==> config.mk <==
export PLATFORM = sky130hd
export DESIGN_NAME = isr
export DESIGN_NICKNAME = d
export VERILOG_FILES = /design/src/rtl/isr_pkg.sv /design/src/rtl/isr_shifter.sv /design/src/rtl/isr.sv
export SDC_FILE = /design/constraint.sdc
export NUM_CORES = 1
export LEC_CHECK = 0
export BUFFER_PORTS_ARGS = -buffer_cell sky130_fd_sc_hd__buf_2
export CAP_MARGIN = 40
export CORE_MARGIN = 2
export CORE_UTILIZATION = 40
export DETAILED_ROUTE_END_ITERATION = 7
export GPL_TIMING_DRIVEN = 1
export PLACE_DENSITY_LB_ADDON = 0.3
export SLEW_MARGIN = 0
export SYNTH_ARGS = -nofsm -noshare
export SYNTH_HDL_FRONTEND = slang
export SYNTH_SLANG_ARGS = --single-unit
==> constraint.sdc <==
create_clock -name clk -period 10.92 [get_ports clk]
set_input_delay 2.184 -clock clk [delete_from_list [all_inputs] [get_ports clk]]
set_output_delay 2.184 -clock clk [all_outputs]
set_load 0.05 [all_outputs]
==> src/rtl/isr_pkg.sv <==
// Shared PIO definitions: datapath width, counter width and the 5-bit
// count field decode used by the ISR, OSR and autopull logic.
package isr_pkg;

    localparam int ISR_WIDTH = 32;
    localparam int CNT_WIDTH = 6;

    // Occupancy of the one-entry push holding register
    typedef enum logic {
        HOLD_EMPTY = 1'b0,
        HOLD_FULL  = 1'b1
    } hold_state_e;

    // A 5-bit count field encodes 1..31 directly and 32 as zero
    function automatic logic [CNT_WIDTH-1:0] count_decode(input logic [4:0] field);
        return (field == 5'd0) ? 6'd32 : {1'b0, field};
    endfunction

endpackage

==> src/rtl/isr_shifter.sv <==
// Combinational IN datapath: merges n source bits into the ISR and
// advances the saturating shift counter.
module isr_shifter
    import isr_pkg::*;
(
    input  logic [ISR_WIDTH-1:0] isr,
    input  logic [ISR_WIDTH-1:0] in_data,
    input  logic [CNT_WIDTH-1:0] n,
    input  logic [CNT_WIDTH-1:0] count,
    input  logic                 dir,
    output logic [ISR_WIDTH-1:0] isr_next,
    output logic [CNT_WIDTH-1:0] count_next
);

    logic [ISR_WIDTH-1:0] in_masked;
    logic [CNT_WIDTH:0]   count_sum;

    // Shifts of 32 rely on SV shift semantics yielding zero, so n=32 needs no special case
    always_comb begin
        in_masked  = in_data & ~({ISR_WIDTH{1'b1}} << n);
        if (dir) begin
            isr_next = (isr >> n) | (in_masked << (6'd32 - n));
        end else begin
            isr_next = (isr << n) | in_masked;
        end
        count_sum  = {1'b0, count} + {1'b0, n};
        count_next = (count_sum > 7'd32) ? 6'd32 : count_sum[CNT_WIDTH-1:0];
    end

endmodule

==> src/rtl/isr.sv <==
// PIO input shift register: collects IN bits, loads on MOV ISR and hands
// finished words to the RX FIFO through a one-entry holding register.
module isr
    import isr_pkg::*;
(
    input  logic                 clk,
    input  logic                 reset,
    input  logic                 penable,
    input  logic                 restart,
    input  logic                 in_op,
    input  logic [ISR_WIDTH-1:0] in_data,
    input  logic [4:0]           shift,
    input  logic                 dir,
    input  logic                 autopush,
    input  logic [4:0]           thresh,
    input  logic                 push_op,
    input  logic                 push_iffull,
    input  logic                 push_block,
    input  logic                 set,
    input  logic [ISR_WIDTH-1:0] din,
    output logic                 push_valid,
    output logic [ISR_WIDTH-1:0] push_data,
    input  logic                 push_ready,
    output logic                 stall,
    output logic                 rx_overflow,
    output logic [ISR_WIDTH-1:0] dout,
    output logic [CNT_WIDTH-1:0] shift_count
);

    logic [ISR_WIDTH-1:0] isr_q, isr_d;
    logic [ISR_WIDTH-1:0] push_data_q, push_data_d;
    logic [CNT_WIDTH-1:0] count_q, count_d;
    logic                 rx_overflow_q, rx_overflow_d;
    hold_state_e          state_q, state_d;

    logic [CNT_WIDTH-1:0] n;
    logic [CNT_WIDTH-1:0] thr;
    logic [ISR_WIDTH-1:0] isr_shifted;
    logic [CNT_WIDTH-1:0] count_shifted;
    logic                 slot_free;
    logic                 instr_live;
    logic                 in_autopush;
    logic                 push_eligible;
    logic                 push_load;

    isr_shifter u_shifter (
        .isr        (isr_q),
        .in_data    (in_data),
        .n          (n),
        .count      (count_q),
        .dir        (dir),
        .isr_next   (isr_shifted),
        .count_next (count_shifted)
    );

    // Decode counts and decide whether the current instruction must stall
    always_comb begin
        n             = count_decode(shift);
        thr           = count_decode(thresh);
        slot_free     = (state_q == HOLD_EMPTY) || push_ready;
        instr_live    = penable && !reset && !restart && !set;
        in_autopush   = autopush && (count_shifted >= thr);
        push_eligible = !push_iffull || (count_q >= thr);
        stall         = 1'b0;
        if (instr_live && !slot_free) begin
            if (in_op) begin
                stall = in_autopush;
            end else if (push_op) begin
                stall = push_eligible && push_block;
            end
        end
    end

    // Instruction-side datapath: restart, MOV load, IN with autopush, explicit PUSH
    always_comb begin
        isr_d         = isr_q;
        count_d       = count_q;
        push_data_d   = push_data_q;
        rx_overflow_d = 1'b0;
        push_load     = 1'b0;
        if (restart) begin
            count_d = '0;
        end else if (penable && !stall) begin
            if (set) begin
                isr_d   = din;
                count_d = '0;
            end else if (in_op) begin
                if (in_autopush) begin
                    push_data_d = isr_shifted;
                    push_load   = 1'b1;
                    isr_d       = '0;
                    count_d     = '0;
                end else begin
                    isr_d   = isr_shifted;
                    count_d = count_shifted;
                end
            end else if (push_op && push_eligible) begin
                isr_d   = '0;
                count_d = '0;
                if (slot_free) begin
                    push_data_d = isr_q;
                    push_load   = 1'b1;
                end else begin
                    rx_overflow_d = 1'b1;
                end
            end
        end
    end

    // Datapath registers
    always_ff @(posedge clk or posedge reset) begin
        if (reset) begin
            isr_q         <= '0;
            count_q       <= '0;
            push_data_q   <= '0;
            rx_overflow_q <= 1'b0;
        end else begin
            isr_q         <= isr_d;
            count_q       <= count_d;
            push_data_q   <= push_data_d;
            rx_overflow_q <= rx_overflow_d;
        end
    end

    // Holding register occupancy state
    always_ff @(posedge clk or posedge reset) begin
        if (reset) begin
            state_q <= HOLD_EMPTY;
        end else begin
            state_q <= state_d;
        end
    end

    // A reload in the same cycle as a drain keeps the slot full with no bubble
    always_comb begin
        state_d = state_q;
        case (state_q)
            HOLD_EMPTY: if (push_load) state_d = HOLD_FULL;
            HOLD_FULL:  if (push_ready && !push_load) state_d = HOLD_EMPTY;
            default:    state_d = HOLD_EMPTY;
        endcase
    end

    // Handshake and observation outputs
    always_comb begin
        push_valid  = (state_q == HOLD_FULL);
        push_data   = push_data_q;
        rx_overflow = rx_overflow_q;
        dout        = isr_q;
        shift_count = count_q;
    end

endmodule

==> results of run 1 <==
## final cells by class
cell class,count,area share [%]
Multi-Input combinational cell,1083,68.7
Clock buffer,9,1.89
Sequential cell,72,15.1
Tap cell,341,3.57
Timing Repair Buffer,194,9.20
Clock inverter,7,0.712
Inverter,28,0.891
## cells in the mapped netlist, drive strengths merged, types with 11 or more instances
master	instances
a31oi	34
o31ai	13
nand2	119
a21oi	85
a211oi	28
a221oi	17
a211o	13
mux4	69
a32oi	11
a22oi	12
mux2i	47
o311ai	13
dfrtp	72
o21ai	92
nor3	20
ha	20
clkbuf	72
nor2b	19
o211ai	45
nand2b	14
inv	27
o22ai	11
mux2	15
nand3	52
nor2	114
o221ai	16
and2	17
buf	65
o21a	15
## routing by layer
| layer | share of wire [%] | track usage, % | vias to the layer above |
|---|---|---|---|
| li1 | - | - | 5339 |
| met1 | 39 | 53.3 | 6214 |
| met2 | 42 | 58.5 | 983 |
| met3 | 12 | 8.98 | 171 |
| met4 | 6.2 | 21.3 | 0 |
| met5 | 0 | 0 | - |
## worst max-delay path by stage
stage | slack [ns] | cells after the start | end
floorplan | 1.97 | 20 | stall
global placement | 2.31 | 15 | stall
detailed placement | 2.20 | 15 | stall
CTS | 2.20 | 15 | stall
global route | 1.88 | 15 | stall
finish | 2.12 | 16 | stall
## sequential cells by signal, summed over array words and instances (netlist names)
signal / count
dout: 32
push_data: 32
shift_count: 6
push_valid: 1
rx_overflow: 1
## stage by stage
stage / total power, W / cell area (um2)
after detailed placement: 0.00140 / 11600
after global routing: 0.00181 / 11900
after floorplan: 0.00107 / 10800
after global placement: 0.00139 / 11500
final: 0.00175 / 11900
after CTS: 0.00172 / 11900
## critical path: cells and delay by family
| family | cells | cell delay [ns] |
|---|---|---|
| simple gates | 5 | 1.77 |
| buf+inv | 5 | 1.14 |
| compound gates | 3 | 0.74 |
| fa+ha+maj | 2 | 0.59 |
| xor+xnor | 1 | 0.17 |
## power by group
group          switching (W)  total, W  internal (W)
combinational       0.000688  0.000999      0.000311
sequential          0.000106  0.000432      0.000326
clock               0.000137  0.000319      0.000182
## cell families after synthesis
family,after synthesis
multiplexers,131
XOR/XNOR,10
AO/OA/AOI/OAI,491
AND/OR/NAND/NOR,427
adder cells (fa/ha/maj),24
flip-flops,72
buffers and inverters,165
==> flow_summary_export.csv, run 1 <==
group,metric,value,unit
outcome,status,"completed",
logic_synthesis,ys_warn_count,0,
cts,clock_insertion_delay_worst_skew,0.34,ns
placed_design,gp_congestion,1.03,
logic_synthesis,synth.top_cell.area_share,16.7,%
sta,tns,0,ns
setup_path,crit_start,"shift[3]",
sta,hold_ws,0.490,ns
placed_design,dp_hpwl,42.7,mm
setup_path,crit_fanout,41,
routing,wl_per_cell,32.8,um
cts,clock_sinks,72,
cts,cts_setup_buffers,0,
logic_synthesis,syn-cell-area,10800,um2
cts,ctsHoldBuffers,0,
setup_path,crit_type,"input port to output pin",
sta,final_hold_viol_count,0,
die,core,26700,um2
setup_path,critical_path.endpoint_type,"output pin",
die,num_rows,60,
pwr,vdd_drop_max,0.131,mV
logic_synthesis,synth-adder-area-share,2.70,%
logic_synthesis,synth_top_flop_cell,"dfrtp_1",
logic_synthesis,synth_edf_count,0,
sta,fin_skew,0.0119,ns
cts,root_buffer,"clkbuf_16",
pwr,leakage,4.80,nW
layout,num_antenna_cells,0,
sta,slew_headroom,33.8,%
logic_synthesis,ys_top_cells_by_area,"dfrtp_1 17%, mux4_2 14%, mux2i_1 4.4%",
sta,setup_slack,2.12,ns
flow_run,cap_violations,0,
logic_synthesis,synth-seq-area-share,16.7,%
routing,drc,0,
logic_synthesis,synth_simple_gate_area_share,20.0,%
layout,fill_cells,2724,
placed_design,placed_cells,1717,
routing,firstDrtPassIters,6,
setup_path,regToRegSetupSlack,5.54,ns
logic_synthesis,async_reset_ff_share,100,%
cts,clockBufferDepth,2,
setup_path,cp-start-kind,"input port",
setup_path,worst_ep_required_time,8.74,ns
cts,cts_tree,"yes",
hold_path,min_to,"push_data[12]$_DFFE_PP0P_",
sta,slew_violations,0,
global_route,grt_overflow,0,
die,die_w,168,um
hold_path,hp-start,"push_data[12]$_DFFE_PP0P_",
setup_path,cp_data_arrival_time,6.62,ns
routing,vias,12700,
logic_synthesis,synthDistinctLibCells,97,
logic_synthesis,yosysTopAreaCell,"dfrtp_1",
die,fp.dieH,168,um
setup_path,reg2reg_to,"dout[28]$_DFFE_PP0P_",
layout,layout_common_cells,"160 x buf_2, 116 x nand2_1, 113 x nor2_1",
logic_synthesis,syn-instance-count,1320,
sta,rsz0062_at_grt,"no",
hold_path,min_path_type,"register to register",
routing,drt_iter0_markers,1995,
logic_synthesis,avgSynthCellArea,8.17,um2
sta,period_minus_slack,8.80,ns
sta,fin_crit_sh,80.6,%
sta,finalSetupViolations,0,
logic_synthesis,ys_ff_latch,72,
sta,fmax,114,MHz
logic_synthesis,synthXorXnorAreaFrac,0.812,%
setup_path,cp_cell_sequence,"buf_2 > buf_4 > nor4_4 > nand2_2 > inv_1 > ha_1 > xnor2_1 > a211o_1 > inv_1 > nand2_1 > ha_1 > nor2b_1 > o21ai_0 > a21oi_1 > nor4_2 > buf_2",
routing,final_antenna_net_count,0,
logic_synthesis,synth_compound_area_share,32.0,%
sta,tightest_slew,0.993,ns
layout,nNetsFinal,1494,
pwr,power.density,147,nW/um2
layout,drive_gt1_share,23.6,%
global_route,grt_pass1_vias,11700,
setup_path,r2r_cells,17,
logic_synthesis,synth_top_family_by_area,"compound AO/OA/AOI/OAI gates",
layout,fin_cells,1734,
logic_synthesis,muxShareOfSynthArea,20.4,%
die,start_util,40.4,%
global_route,grt_start_max_net_pins,72,
setup_path,slowest_delay,0.72,ns
layout,multi_input_area,8200,um2
hold_path,whs_path_depth,2,
global_route,grt_first_pass_wirelength,82.6,mm
layout,layout_commonest_cell,"buf_2",
die,ioPinCount,159,
routing,via_per_inst,7.33,
setup_path,critPathSlowestCell,"nor4_4",
layout,fin_util,44.7,%
cts,path_clk_slew,0.07,ns
layout,seqCellArea,1800,um2
cts,htree_num_levels,3,
die,dieArea,28300,um2
routing,routed_wl,56.9,mm
global_route,antenna_found_initial,0,
global_route,grtUsageTotal,39.4,%
cts,cts_buffers,9,
cts,cts_resized,0,
placed_design,place.port_buffers,158,
setup_path,reg2reg_from,"shift_count[0]$_DFFE_PP0P_",
placed_design,pre_cts_slack,2.20,ns
layout,syn_to_final_growth,10.7,%
logic_synthesis,syn-num-nets,1426,
No activity file was read; power rests on OpenSTA's default activity.
==> run 2, diff against run 1 <==
--- a/config.mk
+++ b/config.mk
@@ -5,6 +5,7 @@
 export SDC_FILE = /design/constraint.sdc
 export NUM_CORES = 1
 export LEC_CHECK = 0
+export ABC_AREA = 1
 export BUFFER_PORTS_ARGS = -buffer_cell sky130_fd_sc_hd__buf_2
 export CAP_MARGIN = 40
 export CORE_MARGIN = 2
==> constraint.sdc (replaced) <==
create_clock -name clk -period 7.6 [get_ports clk]
set_input_delay 1.52 -clock clk [delete_from_list [all_inputs] [get_ports clk]]
set_output_delay 1.52 -clock clk [all_outputs]
set_load 0.05 [all_outputs]
==> run 2 against run 1 <==
Compared with the run above: non-clock buffer count down 14; sequential power rose by 31%; sequential cell count stayed put; critical path depth rose by 5; count of clock-buffer cells in the layout did not move; clock skew rose by 0.0038 ns; highest routed layer unchanged.
==> flow_summary_export.csv, run 2 <==
group,metric,value,unit
routing,via_per_inst,6.05,
sta,slew_headroom,40.7,%
logic_synthesis,yosysMostFrequentCell,"nand2_1",
cts,htree_num_levels,3,
logic_synthesis,synth.top_cell.area_share,23.8,%
sta,tightest_slew,0.886,ns
sta,tns,0,ns
logic_synthesis,synth_top_family_by_area,"simple AND/OR/NAND/NOR gates",
global_route,grt_first_pass_wirelength,77.3,mm
sta,fmax,151,MHz
layout,nNetsFinal,1946,
die,dieArea,26100,um2
setup_path,critical_path.endpoint_type,"output pin",
global_route,grt_overflow,0,
cts,clock_sinks,72,
flow_run,cap_violations,0,
hold_path,min_path_type,"register to register",
logic_synthesis,syn-cell-area,9920,um2
routing,firstDrtPassIters,7,
cts,path_clk_slew,0.07,ns
logic_synthesis,synth-adder-area-share,2.52,%
sta,finalSetupViolations,0,
placed_design,gp_congestion,1.03,
pwr,power.density,207,nW/um2
routing,vias,13100,
logic_synthesis,syn-instance-count,1774,
die,die_w,161,um
die,start_util,40.8,%
die,ioPinCount,159,
logic_synthesis,avgSynthCellArea,5.59,um2
routing,drc,0,
cts,cts_resized,0,
global_route,grt_pass1_vias,12200,
sta,fin_skew,0.0157,ns
setup_path,crit_fanout,16,
logic_synthesis,synthXorXnorAreaFrac,0.265,%
routing,drt_iter0_markers,1865,
setup_path,worst_ep_required_time,6.08,ns
cts,clock_insertion_delay_worst_skew,0.35,ns
outcome,status,"completed",
pwr,leakage,5.73,nW
sta,fin_crit_sh,87.0,%
logic_synthesis,synth_edf_count,0,
global_route,grtUsageTotal,39.7,%
sta,setup_slack,0.990,ns
layout,syn_to_final_growth,9.68,%
layout,layout_common_cells,"629 x nand2_1, 376 x nand3_1, 157 x buf_2",
cts,clockBufferDepth,2,
logic_synthesis,yosysTopAreaCell,"nand2_1",
cts,cts_buffers,9,
placed_design,place.port_buffers,158,
global_route,grt_start_max_net_pins,65,
sta,final_hold_viol_count,0,
routing,routed_wl,52.2,mm
setup_path,crit_type,"input port to output pin",
global_route,antenna_found_initial,1,
die,fp.dieH,161,um
routing,wl_per_cell,24.1,um
logic_synthesis,async_reset_ff_share,100,%
logic_synthesis,ys_ff_latch,72,
logic_synthesis,netlist_top_cells_count,"629 x nand2_1, 376 x nand3_1, 111 x nor2_1, 85 x inv_1",
logic_synthesis,synth-seq-area-share,18.2,%
cts,cts_setup_buffers,0,
sta,period_minus_slack,6.61,ns
placed_design,pre_cts_slack,1.11,ns
logic_synthesis,synth_compound_area_share,15.2,%
cts,root_buffer,"clkbuf_16",
layout,layout_commonest_cell,"nand2_1",
logic_synthesis,ys_warn_count,0,
logic_synthesis,synth_simple_gate_area_share,52.6,%
cts,cts_tree,"yes",
die,num_rows,57,
setup_path,regToRegSetupSlack,2.66,ns
layout,drive_gt1_share,13.8,%
logic_synthesis,synth_top_flop_cell,"dfrtp_1",
layout,fill_cells,2747,
pwr,vdd_drop_max,0.176,mV
sta,rsz0062_at_grt,"no",
logic_synthesis,synthDistinctLibCells,51,
logic_synthesis,syn-num-nets,1880,
sta,hold_ws,0.477,ns
cts,ctsHoldBuffers,0,
sta,slew_violations,0,
logic_synthesis,muxShareOfSynthArea,0.101,%
routing,final_antenna_net_count,0,
setup_path,cp-start-kind,"input port",
logic_synthesis,ys_top_cells_by_area,"nand2_1 24%, nand3_1 19%, dfrtp_1 18%",
placed_design,dp_hpwl,40.9,mm
die,core,24300,um2
setup_path,cp_data_arrival_time,5.09,ns
## run 2: cell count changes after synthesis, sizes merged, moves of 27 or more
cell	before	now
mux4	69	0
mux2i	47	1
o21ai	92	132
a211oi	28	1
nand2	119	639
nand3	52	392
clkbuf	72	33
a31oi	34	6
o211ai	45	18
inv	27	99
## run 2: where the power goes
| part | switching (W) | internal [W] | leakage [nW] |
|---|---|---|---|
| sequential | 0.000105 | 0.000463 | 0.916 |
| combinational | 0.000946 | 0.000307 | 4.68 |
| clock | 0.000201 | 0.000227 | 0.135 |
## run 2: cell type report
class	count	area, um2	area share, %
multi-input cells	1476	7010	64.5
clock inverters	7	61.3	0.564
inverters	101	382	3.51
clock buffers	9	225	2.07
well taps	324	405	3.73
diodes	1	2.50	0.0230
repair buffers	180	986	9.06
flip-flops and latches	72	1800	16.6
## run 2: stage by stage
| step | total power [W] | std cells | utilization (%) | instance area, um2 |
|---|---|---|---|---|
| 2_1_floorplan | 0.00140 | 1774 | - | 9920 |
| 5_1_grt | 0.00236 | 2169 | 44.7 | 10900 |
| 6_report | 0.00225 | 2170 | 44.7 | 10900 |
| 3_5_place_dp | 0.00180 | 2153 | 43.5 | 10600 |
| 4_1_cts | 0.00222 | 2169 | 44.7 | 10900 |
| 3_3_place_gp | 0.00179 | 2151 | 43.4 | 10500 |
## run 2: routing by layer
| layer | up-vias | part of all wire, % | track usage [%] |
|---|---|---|---|
| met5 | - | 0 | 0 |
| met4 | 0 | 6.3 | 21.8 |
| met3 | 146 | 9.3 | 5.65 |
| met2 | 848 | 44 | 63.2 |
| met1 | 6055 | 40 | 51.9 |
| li1 | 6085 | - | - |
## run 2: worst max-delay path, cell delays in order
cell	delay (ns)
buf_2	0.13
nor2_4	0.24
nand3_2	0.40
inv_1	0.35
ha_1	0.31
a21oi_1	0.28
nand3_2	0.14
nand2_1	0.16
nand2_1	0.08
inv_2	0.06
ha_1	0.24
a21oi_1	0.16
o21a_1	0.12
nand3_1	0.18
nand2_1	0.11
nand2_1	0.08
nand2_1	0.13
inv_1	0.05
nand3_1	0.09
inv_1	0.05
buf_2	0.20
## run 2: worst paths after layout
| path | from | depth (start not counted) | to |
|---|---|---|---|
| min in group asynchronous | reset | 3 | push_data[2]$_DFFE_PP0P_ |
| worst max-delay path | shift[1] | 21 | stall |
| worst min-delay path | push_data[15]$_DFFE_PP0P_ | 2 | push_data[15]$_DFFE_PP0P_ |
| max in group asynchronous | reset | 4 | dout[11]$_DFFE_PP0P_ |
| worst max register to register | shift_count[1]$_DFFE_PP0P_ | 29 | dout[8]$_DFFE_PP0P_ |
| worst min register to register | push_data[15]$_DFFE_PP0P_ | 2 | push_data[15]$_DFFE_PP0P_ |
## run 2: cells by family after synthesis
logic type / count (synthesis)
xor gates and xnor gates: 3
buffers and inverters: 226
adders and majority gates: 20
muxes: 1
DFF: 72
and+or+nand+nor: 1190
AOI/OAI and AO/OA: 262
